File: config.mk
export PLATFORM = sky130hd
export DESIGN_NAME = branch_unit
export DESIGN_NICKNAME = d
export VERILOG_FILES = /design/src/rtl/branch_unit.sv
export SDC_FILE = /design/constraint.sdc
export NUM_CORES = 1
export LEC_CHECK = 0
export BUFFER_PORTS_ARGS = -buffer_cell sky130_fd_sc_hd__buf_2
export CAP_MARGIN = 20
export CORE_MARGIN = 5
export CORE_UTILIZATION = 40
export CTS_CLUSTER_SIZE = 10
export DETAILED_ROUTE_END_ITERATION = 8
export PLACE_DENSITY_LB_ADDON = 0.25
export SLEW_MARGIN = 20
export SYNTH_ARGS = -nofsm -noshare
export SYNTH_HDL_FRONTEND = slang
export SYNTH_SLANG_ARGS = --single-unit
export TNS_END_PERCENT = 50
File: constraint.sdc
create_clock -name clk -period 2.31 [get_ports clk]
set_input_delay 0.1155 -clock clk [delete_from_list [all_inputs] [get_ports clk]]
set_output_delay 0.1155 -clock clk [all_outputs]
set_load 0.005 [all_outputs]
File: src/rtl/branch_unit.sv
`default_nettype none
// ============================================================================
// Module   : branch_unit
// Brief    : PC register with two-cycle register-operand branch resolution;
//            link stack (JAL/RET) built only when BRANCH_LINK_STACK_EN is set.
// Revision : 1.0
// ============================================================================
module branch_unit #(
  parameter int PC_W        = 8,
  parameter int DATA_W      = 8,
  parameter int RA_W        = 3,
  parameter int RESET_PC    = 0,
  parameter int STACK_DEPTH = 4
) (
  input  logic              clk,
  input  logic              reset_n,
  input  logic [15:0]       instr,
  input  logic              instr_valid,
  output logic              instr_ready,
  output logic [RA_W-1:0]   rf_raddr1,
  output logic [RA_W-1:0]   rf_raddr2,
  input  logic [DATA_W-1:0] rf_rdata1,
  input  logic [DATA_W-1:0] rf_rdata2,
  output logic [PC_W-1:0]   pc,
  output logic              taken,
  output logic              flush,
  output logic              stack_err
);

  localparam logic [0:0] c_st_run     = 1'b0;
  localparam logic [0:0] c_st_resolve = 1'b1;

  localparam logic [4:0] c_op_bne  = 5'b10011;
  localparam logic [4:0] c_op_be   = 5'b10100;
  localparam logic [4:0] c_op_bner = 5'b10101;
  localparam logic [4:0] c_op_ber  = 5'b10110;
  localparam logic [4:0] c_op_j    = 5'b10111;
  localparam logic [4:0] c_op_jr   = 5'b11000;

  localparam logic [PC_W-1:0] c_reset_pc = PC_W'(RESET_PC);

  logic [0:0]      r_state, w_state_nxt;
  logic [4:0]      r_op;
  logic [PC_W-1:0] r_m;
  logic [RA_W-1:0] r_r1, r_r2;
  logic [PC_W-1:0] r_pc;
  logic            r_taken;

  logic [4:0]      w_op;
  logic [PC_W-1:0] w_m, w_pc_inc;
  logic [RA_W-1:0] w_r1, w_r2;
  logic            w_accept, w_is_branch, w_a_zero;
  logic            w_jump, w_res_taken;
  logic [PC_W-1:0] w_jump_pc, w_res_pc;

  assign w_op     = instr[15:11];
  assign w_m      = PC_W'(instr[7:0]);
  assign w_r1     = instr[8 +: RA_W];
  assign w_r2     = instr[0 +: RA_W];
  assign w_accept = instr_valid && (r_state == c_st_run);
  assign w_pc_inc = r_pc + PC_W'(1);
  assign w_a_zero = (rf_rdata1 == '0);

  assign w_is_branch = (w_op == c_op_bne) || (w_op == c_op_be) || (w_op == c_op_bner) ||
                       (w_op == c_op_ber) || (w_op == c_op_jr);

`ifdef BRANCH_LINK_STACK_EN
  localparam logic [4:0] c_op_jal = 5'b11001;
  localparam logic [4:0] c_op_ret = 5'b11010;
  localparam int c_sp_w  = (STACK_DEPTH > 1) ? $clog2(STACK_DEPTH) : 1;
  localparam int c_cnt_w = $clog2(STACK_DEPTH + 1);
  localparam logic [c_sp_w-1:0]  c_sp_last  = c_sp_w'(STACK_DEPTH - 1);
  localparam logic [c_cnt_w-1:0] c_cnt_full = c_cnt_w'(STACK_DEPTH);

  logic [PC_W-1:0]    r_stack [STACK_DEPTH];
  logic [c_sp_w-1:0]  r_wp, w_wp_inc, w_wp_dec;
  logic [c_cnt_w-1:0] r_cnt;
  logic               r_stack_err, w_push, w_pop, w_empty;
  logic [PC_W-1:0]    w_pop_pc;

  assign w_push   = w_accept && (w_op == c_op_jal);
  assign w_pop    = w_accept && (w_op == c_op_ret);
  assign w_empty  = (r_cnt == '0);
  assign w_wp_inc = (r_wp == c_sp_last) ? '0 : r_wp + c_sp_w'(1);
  assign w_wp_dec = (r_wp == '0) ? c_sp_last : r_wp - c_sp_w'(1);
  assign w_pop_pc = w_empty ? c_reset_pc : r_stack[w_wp_dec];

  always_ff @(posedge clk) begin
    if (w_push) r_stack[r_wp] <= w_pc_inc;
  end

  // Full pushes wrap over the oldest entry; the count saturates at depth.
  always_ff @(posedge clk or negedge reset_n) begin
    if (!reset_n) begin
      r_wp        <= '0;
      r_cnt       <= '0;
      r_stack_err <= 1'b0;
    end else if (w_push) begin
      r_wp <= w_wp_inc;
      if (r_cnt == c_cnt_full) r_stack_err <= 1'b1;
      else                     r_cnt       <= r_cnt + c_cnt_w'(1);
    end else if (w_pop) begin
      if (w_empty) begin
        r_stack_err <= 1'b1;
      end else begin
        r_wp  <= w_wp_dec;
        r_cnt <= r_cnt - c_cnt_w'(1);
      end
    end
  end

  assign stack_err = r_stack_err;
`else
  assign stack_err = 1'b0;
`endif

  // Single-cycle redirects taken straight from RUN.
  always_comb begin
    w_jump    = (w_op == c_op_j);
    w_jump_pc = w_m;
`ifdef BRANCH_LINK_STACK_EN
    if (w_op == c_op_jal) begin
      w_jump = 1'b1;
    end else if (w_op == c_op_ret) begin
      w_jump    = 1'b1;
      w_jump_pc = w_pop_pc;
    end
`endif
  end

  always_comb begin
    w_res_taken = 1'b0;
    w_res_pc    = r_m;
    case (r_op)
      c_op_bne:  w_res_taken = !w_a_zero;
      c_op_be:   w_res_taken = w_a_zero;
      c_op_bner: begin w_res_taken = !w_a_zero; w_res_pc = PC_W'(rf_rdata2); end
      c_op_ber:  begin w_res_taken = w_a_zero;  w_res_pc = PC_W'(rf_rdata2); end
      c_op_jr:   begin w_res_taken = 1'b1;      w_res_pc = PC_W'(rf_rdata1); end
      default:   ;
    endcase
  end

  always_ff @(posedge clk or negedge reset_n) begin
    if (!reset_n) r_state <= c_st_run;
    else          r_state <= w_state_nxt;
  end

  always_comb begin
    w_state_nxt = r_state;
    case (r_state)
      c_st_run:     if (w_accept && w_is_branch) w_state_nxt = c_st_resolve;
      c_st_resolve: w_state_nxt = c_st_run;
      default:      w_state_nxt = c_st_run;
    endcase
  end

  always_comb begin
    instr_ready = (r_state == c_st_run);
    rf_raddr1   = w_r1;
    rf_raddr2   = w_r2;
    if (r_state == c_st_resolve) begin
      rf_raddr1 = r_r1;
      rf_raddr2 = r_r2;
    end
  end

  // pc is frozen during RESOLVE, so w_pc_inc is still the acceptance pc + 1.
  always_ff @(posedge clk or negedge reset_n) begin
    if (!reset_n) begin
      r_pc    <= c_reset_pc;
      r_taken <= 1'b0;
      r_op    <= '0;
      r_m     <= '0;
      r_r1    <= '0;
      r_r2    <= '0;
    end else begin
      r_taken <= 1'b0;
      if (r_state == c_st_resolve) begin
        r_pc    <= w_res_taken ? w_res_pc : w_pc_inc;
        r_taken <= w_res_taken;
      end else if (w_accept) begin
        if (w_jump) begin
          r_pc    <= w_jump_pc;
          r_taken <= 1'b1;
        end else if (w_is_branch) begin
          r_op <= w_op;
          r_m  <= w_m;
          r_r1 <= w_r1;
          r_r2 <= w_r2;
        end else begin
          r_pc <= w_pc_inc;
        end
      end
    end
  end

  assign pc    = r_pc;
  assign taken = r_taken;
  assign flush = r_taken;

endmodule
`default_nettype wire

== Word-level counts from Yosys, hierarchy flattened ==
Cells that the tools add are included.

* Register bits after elaboration: 29
* Input port bits: 35
* Output and inout port bits: 18
* Word-level logic and storage cells: 50

* Add/subtract/negate cells: 1
* Equality and inequality tests: 12
* Multiplexer cells: 14
* Bitwise operators: 2
* Reduce and logical (&&, ||, !) cells: 14

{| class="wikitable"
|+ Operator list
! operator !! number
|-
| $eq 5x5->1 const B || 11
|-
| $mux 8 || 5
|-
| $pmux 8 s2 || 1
|-
| $add 8x1->8 const B || 1
|-
| $logic_not 8->1 || 1
|-
| $mux 3 || 2
|-
| $reduce_or 2->1 || 3
|-
| $logic_or 1x1->1 || 4
|-
| $mux 1 || 4
|-
| $reduce_and 4->1 || 1
|-
| $ne 3x2->1 const B || 1
|-
| $pmux 1 s3 || 1
|-
| $logic_and 1x1->1 || 2
|-
| $not 1->1 || 2
|-
| $pmux 1 s2 || 1
|-
| $reduce_and 2->1 || 1
|-
| $reduce_bool 2->1 || 1
|-
| $logic_not 1->1 || 1
|}

== Longest topological paths before layout ==
Gate-level depths: netlist (run 1).

* Depth after elaboration: 9
* Depth in mapped cells: 6
* Depth with buffers taken out: 6

== Least setup slack after synthesis (run 1) ==
Ideal clock, no wire load.

* Kind: register to register
* From: register r_op[0]
* To: register r_pc[3] (netlist: pc[3])
* Library setup time: 80 ps
* Arrival: 1,773 ps
* Data required time: 2,230 ps
* Path slack: 457 ps
* Cell stages (with the launch flop): 7
* Buffers on the path: 1
* Clock period less this slack: 1,853 ps
* Path through: dfrtp_1 -> nor4b_2 -> o41ai_2 -> o21ba_1 -> buf_6 -> mux2_4 -> o22ai_2

* Cells in the longest elaborated chain, start to end: 5
* Elaborated cells between the ends (all ways): 12
* Classes of those cells: eq/ne (5); mux (4); reduce/logical (3)

{| class="wikitable"
|+ RTL lines
! item !! RTL line !! source
|-
| start, declared || 43 || <nowiki>logic [4:0] r_op;</nowiki>
|-
| start signal, assigned || 187 || <nowiki>r_op <= w_op;</nowiki>
|-
| $eq 5x5->1 || 134 || <nowiki>case (r_op)</nowiki>
|-
| $reduce_or 2->1 (no source line) || -- ||
|-
| $pmux 1 s3 or $pmux 8 s2 (tied branches) || 134 ||
|-
| $mux 8 * || 180 || <nowiki>r_pc <= w_res_taken ? w_res_pc : w_pc_inc;</nowiki>
|-
| $mux 8 * || 179 || <nowiki>if (r_state == c_st_resolve) begin</nowiki>
|-
| end signal, assigned || 180 ||
|-
| end signal, assigned || 184 || <nowiki>r_pc <= w_jump_pc;</nowiki>
|-
| end signal, assigned || 192 || <nowiki>r_pc <= w_pc_inc;</nowiki>
|-
| end, declared || 46 || <nowiki>logic [PC_W-1:0] r_pc;</nowiki>
|}

Mark *: on every way between the ends. The rest lies on a longest branch, timed or not.
A chain may end at the register's enable or synchronous reset.

== Worst setup path in the final report (run 1) ==
Ends and elaborated chain as after synthesis.

==> impl_metrics.env, run 1 <==
export IMPL_dp_hpwl_um=3750
export IMPL_rows=24
export IMPL_crit_type="reg2reg"
export IMPL_grtUsageTotal_pct=16.6
export IMPL_cp_arrival_ps=2160
export IMPL_wl_per_cell_um=17.9
export IMPL_dieArea_um2=6050
export IMPL_grt_start_max_net_pins=27
export IMPL_cts_root_buf="clkbuf_8"
export IMPL_maxCapViolations=0
export IMPL_gp_congestion=0.865
export IMPL_ys_seq_area_share_pct=35.4
export IMPL_worstSkewPairLatency_ps=270
export IMPL_relSlewSlack_pct=59.5
export IMPL_netlist_area_leader_share_pct=35.4
export IMPL_hp_class="in2reg"
export IMPL_postSynthAreaPerCell_um2=10.6
export IMPL_drc=0
export IMPL_syn_nets=209
export IMPL_die_height_um=77.8
export IMPL_synth_ff_type="dfrtp_1"
export IMPL_grt_pass1_vias=1645
export IMPL_status="finished clean"
export IMPL_via_per_inst=5.81
export IMPL_crit_fanout=5
export IMPL_leakage_uw=0.00101
export IMPL_crit_path_max_incr_delay_ps=500
export IMPL_pwr_share_comb_pct=44.5
export IMPL_final_period_utilization_pct=86.8
export IMPL_ys_top_cells_by_count="dfrtp_1, mux2_1, mux2_2"
export IMPL_p_per_area_nw_per_um2=867
export IMPL_numCtsBuffers=3
export IMPL_area_growth_pct=18.5
export IMPL_synth_async_reset_ratio_pct=100
export IMPL_rsz0062_at_grt="false"
export IMPL_p_sw_share_pct=39.1
export IMPL_worstPathRequired_ps=2460
export IMPL_utilization_pct=49.4
export IMPL_cts_clk_slew_worst_paths_ps=90
export IMPL_core_area_um2=4410
export IMPL_drt_iter0_drc=101
export IMPL_p_total_uw=1890
export IMPL_io_pins=53
export IMPL_yosys_warnings=0
export IMPL_grt_ovfl_total=0
export IMPL_antenna_diode_count=0
export IMPL_critPathLaunchType="register"
export IMPL_end_kind="register"
export IMPL_fp_dieW_um=77.8
export IMPL_synth_area_leader_cell="dfrtp_1"
export IMPL_worst_slew_pin_slew_ps=608
export IMPL_layout_drive_gt1_share_pct=38.0
export IMPL_slowest_stage="a222oi_1"
export IMPL_peakVddDrop_v=0.000294
export IMPL_drv_slew=0
export IMPL_p_int_uw=1150
export IMPL_vias=1586
export IMPL_hold_viol_final=0
export IMPL_fmax_mhz=499
export IMPL_yosys_register_bits=26
export IMPL_antenna_left=0
export IMPL_clkPwrFrac_pct=14.0
export IMPL_setup_viol=0
export IMPL_cts_tree="done"
export IMPL_clock_sinks=26
export IMPL_syn_area_um2=1840
export IMPL_final_nets=259
export IMPL_start_util_pct=41.7
export IMPL_first_pass_iters=5
export IMPL_fin_skew_ps=2.51
export IMPL_grt_pass1_wl_um=8160
export IMPL_finalSetupTns_ps=0
export IMPL_antenna_found_initial=0
export IMPL_finalWirelength_um=4880
export IMPL_synth_area_leaders="dfrtp_1, mux2_1, mux2_2, mux2i_1, a221oi_2"
export IMPL_switching_power_uw=739
export IMPL_clockBufferDepth=2
export IMPL_netlist_instances=173
export IMPL_synth_distinct_cells=63
export IMPL_cts_repair_resized=0
export IMPL_port_buffers=51
export IMPL_path_cells="nor4b_2, buf_4, a41oi_1, a222oi_1, mux2_4, o22ai_2"
export IMPL_seqPwrFrac_pct=41.5
export IMPL_h_tree_depth=1
export IMPL_fin_crit_ps=2000
export IMPL_synth_most_common_cell="dfrtp_1"
export IMPL_synth_edf_count=0
==> per-layer routing <==
layer  track usage, %  vias up  wire length, um
met5                0        -                0
met4             4.64        0               61
met3             3.13        6              273
met2             27.0       54             2250
met1             22.5      767             2290
li1                 -      759                -
==> flip-flops by register name (all words and copies together) (netlist names) <==
register	count
r_op	5
r_r1	3
r_m	8
pc	8
flush	1
r_state	1
==> stage by stage <==
stage                     instances  setup slack, ps  cell area [um2]  hold slack (ps)
after global placement          269              358             2130              163
after CTS                       273              350             2180             63.4
after floorplan                 173              457             1840             -180
after detailed placement        269              340             2130              160
final                           273              306             2180             62.9
after global routing            273              214             2180             68.2
==> logic make-up after synthesis <==
family	Yosys count	synth area share [%]
buffers and inverters	21	5.37
other	1	0.204
multiplexers	31	18.9
AO/OA/AOI/OAI	46	21.8
adder cells (fa/ha/maj)	1	0.680
XOR/XNOR	7	3.33
flip-flops	26	35.4
AND/OR/NAND/NOR	40	14.4
==> power by group through the flow <==
stage | Clock [uW] | Combinational (uW) | Sequential (uW)
after floorplan | 0 | 624 | 739
after global placement | 0 | 832 | 786
after detailed placement | 0 | 838 | 791
after CTS | 268 | 844 | 781
after global routing | 292 | 933 | 810
final | 265 | 841 | 784
==> final cells by class <==
cell class | instances | area, um2
Inverter | 10 | 37.5
Timing Repair Buffer | 56 | 295
Tap cell | 52 | 65.1
Sequential cell | 26 | 651
Clock buffer | 3 | 41.3
Fill cell | 428 | 2230
Multi-Input combinational cell | 126 | 1090
==> worst paths after layout <==
kind	from	slack, ps	to	depth (start not counted)
max in group asynchronous	reset_n	1530	pc[7]	2
hold / removal	instr[8]	60	r_r1[0]	2
hold reg to reg	r_m[6]	500	r_m[6]	1
setup / recovery	r_op[0]	310	pc[3]	6
setup reg to reg	r_op[0]	310	pc[3]	6
min in group asynchronous	reset_n	390	pc[4]	2
==> cell usage in the layout, fill, tap and decap left out, drive strengths merged, types with 2 or more instances in the layout <==
master	synthesis	layout
buf	7	55
dfrtp	26	26
mux2	24	24
inv	9	9
a221oi	8	8
mux2i	7	7
nor2	7	7
a21oi	5	5
o21ai	5	5
xor2	4	4
nand3	4	4
and2	4	4
nand2	3	3
xnor2	3	3
nor3b	3	3
nor3	3	3
a21o	3	3
a222oi	3	3
clkbuf	4	3
a211oi	3	3
nand3b	2	2
and4	2	2
o211ai	2	2
a22o	2	2
o22ai	2	2
nand4	2	2
or4	2	2
or2	2	2
==> worst max-delay path: cells and delay by family, from the launching register on <==
family / cells / cell delay, ps
AOI/OAI and AO/OA: 3 / 660
buffers and inverters: 1 / 190
DFF: 1 / 440
muxes: 1 / 240
and+or+nand+nor: 1 / 360
==> what timing repair did <==
action	4_1_cts	5_1_grt
hold endpoints to repair	26	0
hold buffers	1	0
setup endpoints to repair	0	0
setup buffers	0	0
(Power assumes the default switching activity.)
==> run 2: changes to the inputs <==
clock period = 2.35 ns   (was 2.31 ns; I/O delays follow)
==> run 2 against run 1 <==
- flip-flop and latch count stayed put
- clock skew is 2.5 ps higher
- maximum frequency is 1.3% higher
- critical path depth is 1 lower
- count of clock-buffer cells in the layout stayed put
- critical path type unchanged
- largest cell class unchanged
- largest power group unchanged
==> impl_metrics.env, run 2 (synthesis gave the netlist of run 1 again) <==
export IMPL_dieArea_um2=6050
export IMPL_grt_pass1_vias=1622
export IMPL_dp_hpwl_um=3740
export IMPL_holdWs_ps=72.0
export IMPL_crit_fanout=10
export IMPL_cts_repair_resized=0
export IMPL_worstSkewPairLatency_ps=270
export IMPL_port_buffers=51
export IMPL_start_util_pct=41.7
export IMPL_fillCellCount=445
export IMPL_cts_hold_buf=1
export IMPL_grtUsageTotal_pct=16.4
export IMPL_layout_cells_non_filler=273
export IMPL_fmax_mhz=506
export IMPL_fp_dieW_um=77.8
export IMPL_critPathLaunchType="register"
export IMPL_core_area_um2=4410
export IMPL_hp_class="in2reg"
export IMPL_peakVddDrop_v=0.000352
export IMPL_drv_slew=0
export IMPL_hold_viol_final=0
export IMPL_setup_ws_ps=372
export IMPL_rr_startpoint="r_op[0]"
export IMPL_final_common_cell="buf_2"
export IMPL_via_per_inst=5.82
export IMPL_fin_skew_ps=5.05
export IMPL_final_period_utilization_pct=84.2
export IMPL_clock_sinks=26
export IMPL_dpl_worst_slack_ps=365
export IMPL_antenna_diode_count=0
export IMPL_gp_congestion=0.865
export IMPL_final_cell_area_um2=2180
export IMPL_place_area_um2=2130
export IMPL_fin_crit_ps=1980
export IMPL_leakage_uw=0.00101
export IMPL_antenna_left=0
export IMPL_seq_area_um2=651
export IMPL_grt_pass1_wl_um=8100
export IMPL_antenna_found_initial=0
export IMPL_wl_per_cell_um=17.6
export IMPL_finalSetupTns_ps=0
export IMPL_status="finished clean"
export IMPL_numCtsBuffers=3
export IMPL_cp_arrival_ps=2170
export IMPL_h_tree_depth=1
export IMPL_final_nets=259
export IMPL_worstPathRequired_ps=2540
export IMPL_drt_iter0_drc=97
export IMPL_grt_ovfl_total=0
export IMPL_area_growth_pct=18.5
export IMPL_rows=24
export IMPL_clockBufferDepth=2
export IMPL_end_kind="register"
export IMPL_cts_root_buf="clkbuf_8"
export IMPL_p_per_area_nw_per_um2=847
export IMPL_multi_input_area_um2=1090
export IMPL_setup_viol=0
export IMPL_maxCapViolations=0
export IMPL_cp_startpoint="r_op[0]"
export IMPL_finalWirelength_um=4800
export IMPL_cts_tree="done"
export IMPL_final_cell_mix="buf_2, dfrtp_1, mux2_1"
export IMPL_grt_start_max_net_pins=27
export IMPL_cts_clk_slew_worst_paths_ps=90
export IMPL_crit_type="reg2reg"
export IMPL_relSlewSlack_pct=59.5
export IMPL_place_inst=269
export IMPL_hp_start="instr[9]"
export IMPL_io_pins=53
export IMPL_worst_slew_pin_slew_ps=608
export IMPL_drc=0
export IMPL_die_height_um=77.8
export IMPL_cts_setup_buffers=0
export IMPL_rsz0062_at_grt="false"
export IMPL_vias=1590
export IMPL_first_pass_iters=4
export IMPL_layout_drive_gt1_share_pct=38.0
-- run 2: cell counts in the layout (fill, tap and decap cells not counted) --
Identical to the previous run, type by type.
-- run 2: where the power goes --
part	switching (uW)	internal, uW	leakage, uW
Clock	138	115	0.0000216
Combinational	387	432	0.000679
Sequential	189	585	0.000308
Total	715	1130	0.00101
-- run 2: metrics by stage --
stage	util (%)	power [uW]
after floorplan	-	1340
after global placement	48.2	1590
after detailed placement	48.2	1600
after CTS	49.4	1860
after global routing	49.4	2000
final	49.4	1850
-- run 2: cell type report --
type / count / share of cell area (%)
multi-input cells: 126 / 50.0
well taps: 52 / 2.99
repair buffers: 56 / 13.5
inverters: 10 / 1.72
flip-flops and latches: 26 / 29.9
clock buffers: 3 / 1.89
-- run 2: worst paths after layout --
path / to / slack (ps) / depth (start not counted)
hold / removal: r_r1[1] / 70 / 2
hold reg to reg: r_r1[2] / 490 / 1
max in group asynchronous: r_m[3] / 1560 / 2
setup reg to reg: pc[7] / 370 / 5
setup / recovery: pc[7] / 370 / 5
min in group asynchronous: pc[4] / 390 / 2
-- run 2: critical path: stages (launching register included) --
cell	delay [ps]
dfrtp_1	440
nor4b_2	370
o41ai_2	120
o21ba_1	520
mux2_4	350
o22ai_2	100
-- run 2: layer usage --
| layer | part of all wire, % | vias up | wire [um] | global-route usage (%) |
|---|---|---|---|---|
| met5 | 0 | - | 0 | 0 |
| met4 | 1.4 | 0 | 68 | 4.47 |
| met3 | 6.6 | 7 | 317 | 3.59 |
| met2 | 47 | 55 | 2240 | 25.8 |
| met1 | 45 | 768 | 2180 | 22.8 |
| li1 | - | 760 | - | - |
==> run 3: changes to the inputs <==
ABC_AREA = 1   (was unset)
clock period = 1.9 ns   (was 2.35 ns; I/O delays follow)
==> run 3 against run 2 <==
- clock power grew 45%
- final cell count grew 36%
- via count grew 17%
- global-route usage grew 0.58 points
- critical path depth grew 5
- register-to-register slack lost 30 ps
- maximum frequency grew 27%
- sequential share of layout area grew 0.28 points
- critical endpoint is now pc[6]
- largest power group unchanged
==> impl_metrics.env, run 3 <==
export IMPL_area_growth_pct=19.0
export IMPL_h_tree_depth=1
export IMPL_end_kind="register"
export IMPL_die_height_um=77.3
export IMPL_critPathLaunchType="register"
export IMPL_synth_area_leaders="dfrtp_1, nand2_1, nand3_1, nor2_1, inv_1"
export IMPL_ys_top_cells_by_count="nand2_1, dfrtp_1, nor2_1"
export IMPL_numCtsBuffers=3
export IMPL_setup_viol=0
export IMPL_postSynthAreaPerCell_um2=6.72
export IMPL_io_pins=53
export IMPL_finalSetupTns_ps=0
export IMPL_syn_nets=306
export IMPL_dieArea_um2=5980
export IMPL_fin_skew_ps=8.96
export IMPL_crit_path_end="pc[6]"
export IMPL_cts_clk_slew_worst_paths_ps=100
export IMPL_cts_tree="done"
export IMPL_synth_edf_count=0
export IMPL_rsz0062_at_grt="false"
export IMPL_leakage_uw=0.00114
export IMPL_hp_class="in2reg"
export IMPL_drc=0
export IMPL_drt_iter0_drc=109
export IMPL_drv_slew=0
export IMPL_yosys_warnings=0
export IMPL_antenna_left=0
export IMPL_layout_drive_gt1_share_pct=24.7
export IMPL_gp_congestion=0.827
export IMPL_peakVddDrop_v=0.000487
export IMPL_worstPathRequired_ps=2070
export IMPL_worst_slew_pin_slew_ps=616
export IMPL_first_pass_iters=4
export IMPL_clockBufferDepth=2
export IMPL_reg2reg_depth=10
export IMPL_status="finished clean"
export IMPL_crit_type="reg2reg"
export IMPL_final_nets=357
export IMPL_grt_pass1_wl_um=8440
export IMPL_cts_root_buf="clkbuf_8"
export IMPL_slowest_stage="dfrtp_1"
export IMPL_core_area_um2=4380
export IMPL_final_period_utilization_pct=81.8
export IMPL_port_buffers=51
export IMPL_start_util_pct=41.4
export IMPL_synth_distinct_cells=30
export IMPL_path_cells="ha_1, nand2_1, nor2_1, nand3_1, nand2_1, nand2_1, nand2_1, nand2_1, o21ai_1, a21oi_2"
export IMPL_utilization_pct=49.3
export IMPL_worstSkewPairLatency_ps=270
export IMPL_maxCapViolations=0
export IMPL_relSlewSlack_pct=59.0
export IMPL_syn_area_um2=1810
export IMPL_antenna_diode_count=0
export IMPL_netlist_area_leader_share_pct=35.9
export IMPL_path_depth=10
export IMPL_r2r_end="pc[6]"
export IMPL_synth_area_leader_cell="dfrtp_1"
export IMPL_fin_crit_ps=1560
export IMPL_finalWirelength_um=4830
export IMPL_yosys_register_bits=26
export IMPL_p_per_area_nw_per_um2=1040
export IMPL_synth_async_reset_ratio_pct=100
export IMPL_synth_most_common_cell="nand2_1"
export IMPL_grt_start_max_net_pins=27
export IMPL_final_cell_mix="nand2_1, buf_2, dfrtp_1"
export IMPL_cp_arrival_ps=1730
export IMPL_dp_hpwl_um=3860
export IMPL_crit_fanout=6
export IMPL_grt_pass1_vias=1838
export IMPL_antenna_found_initial=0
export IMPL_clock_sinks=26
export IMPL_rr_startpoint="pc[0]"
export IMPL_cp_startpoint="pc[0]"
export IMPL_hold_viol_final=0
export IMPL_vias=1857
export IMPL_crit_family="simple AND/OR/NAND/NOR gates"
export IMPL_ff2ff_setup_slack_ps=340
export IMPL_rows=24
export IMPL_via_per_inst=4.99
export IMPL_netlist_instances=270
export IMPL_fmax_mhz=643
export IMPL_cts_setup_buffers=0
export IMPL_grt_ovfl_total=0
export IMPL_path_buf_inv=0
export IMPL_grtUsageTotal_pct=17.0
export IMPL_fp_dieW_um=77.3
export IMPL_ys_seq_area_share_pct=35.9
export IMPL_final_common_cell="nand2_1"
export IMPL_synth_ff_type="dfrtp_1"
export IMPL_crit_top_cell="nand2_1"
export IMPL_crit_path_max_incr_delay_ps=430
export IMPL_wl_per_cell_um=13.0
-- run 3: cell types whose count changed after synthesis, sizes merged, moves of 4 or more --
| cell | before | now |
|---|---|---|
| a221oi | 8 | 0 |
| and2 | 4 | 0 |
| nand2 | 3 | 100 |
| inv | 9 | 27 |
| nand3 | 4 | 23 |
| o21ai | 5 | 27 |
| mux2 | 24 | 0 |
| o211ai | 2 | 7 |
| nand4 | 2 | 7 |
| nor2 | 7 | 28 |
| mux2i | 7 | 0 |
-- run 3: cell type report --
cell class                      count  area, um2
Fill cell                         476       2220
Multi-Input combinational cell    207        996
Sequential cell                    26        651
Timing Repair Buffer               55        288
Inverter                           28        105
Tap cell                           52       65.1
Clock buffer                        4       55.1
-- run 3: metal layers --
metal / routed length, um / up-vias / share of wire, % / track usage, %
li1: - / 968 / - / -
met1: 2090 / 828 / 43 / 21.7
met2: 2340 / 55 / 48 / 28.9
met3: 320 / 6 / 6.6 / 4.05
met4: 77 / 0 / 1.6 / 4.47
met5: 0 / - / 0 / 0
-- run 3: worst min-delay path by stage --
stage / startpoint / to / depth (start not counted)
2_1_floorplan: reset_n / flush / 0
3_3_place_gp: reset_n / r_m[3] / 1
3_5_place_dp: reset_n / r_m[3] / 1
4_1_cts: instr[8] / r_r1[0] / 3
5_1_grt: instr[10] / r_r1[2] / 3
6_report: instr[10] / r_r1[2] / 3
-- run 3: metrics by stage --
stage	power, uW	cells	setup WS, ps	hold slack (ps)	cell area, um2
2_1_floorplan	1580	270	422	-201	1810
3_3_place_gp	1890	367	342	140	2090
3_5_place_dp	1900	367	269	154	2090
4_1_cts	2270	372	255	46.8	2160
5_1_grt	2490	372	60.8	49.8	2160
6_report	2250	372	345	53.4	2160
-- run 3: logic make-up after synthesis --
family / synth area share [%]
AO/OA/AOI/OAI: 12.7
flip-flops: 35.9
XOR/XNOR: 1.93
buffers and inverters: 9.24
AND/OR/NAND/NOR: 39.4
other: 0.207
adder cells (fa/ha/maj): 0.690
-- run 3: worst min-delay path, cell delays in order --
cell	delay, ps
buf_2	90
nand2_1	40
o21ai_1	60
-- run 3: repair_timing --
action                                  in CTS  in global routing
hold endpoints to repair                    26                  0
gates resized for setup                      0                  1
hold buffers                                 1                  0
endpoints found under the setup margin       0                  1
-- run 3: power breakdown --
group          internal, uW  switching [uW]
clock network           185             183
logic                   413             607
registers               704             155
total                  1300             945
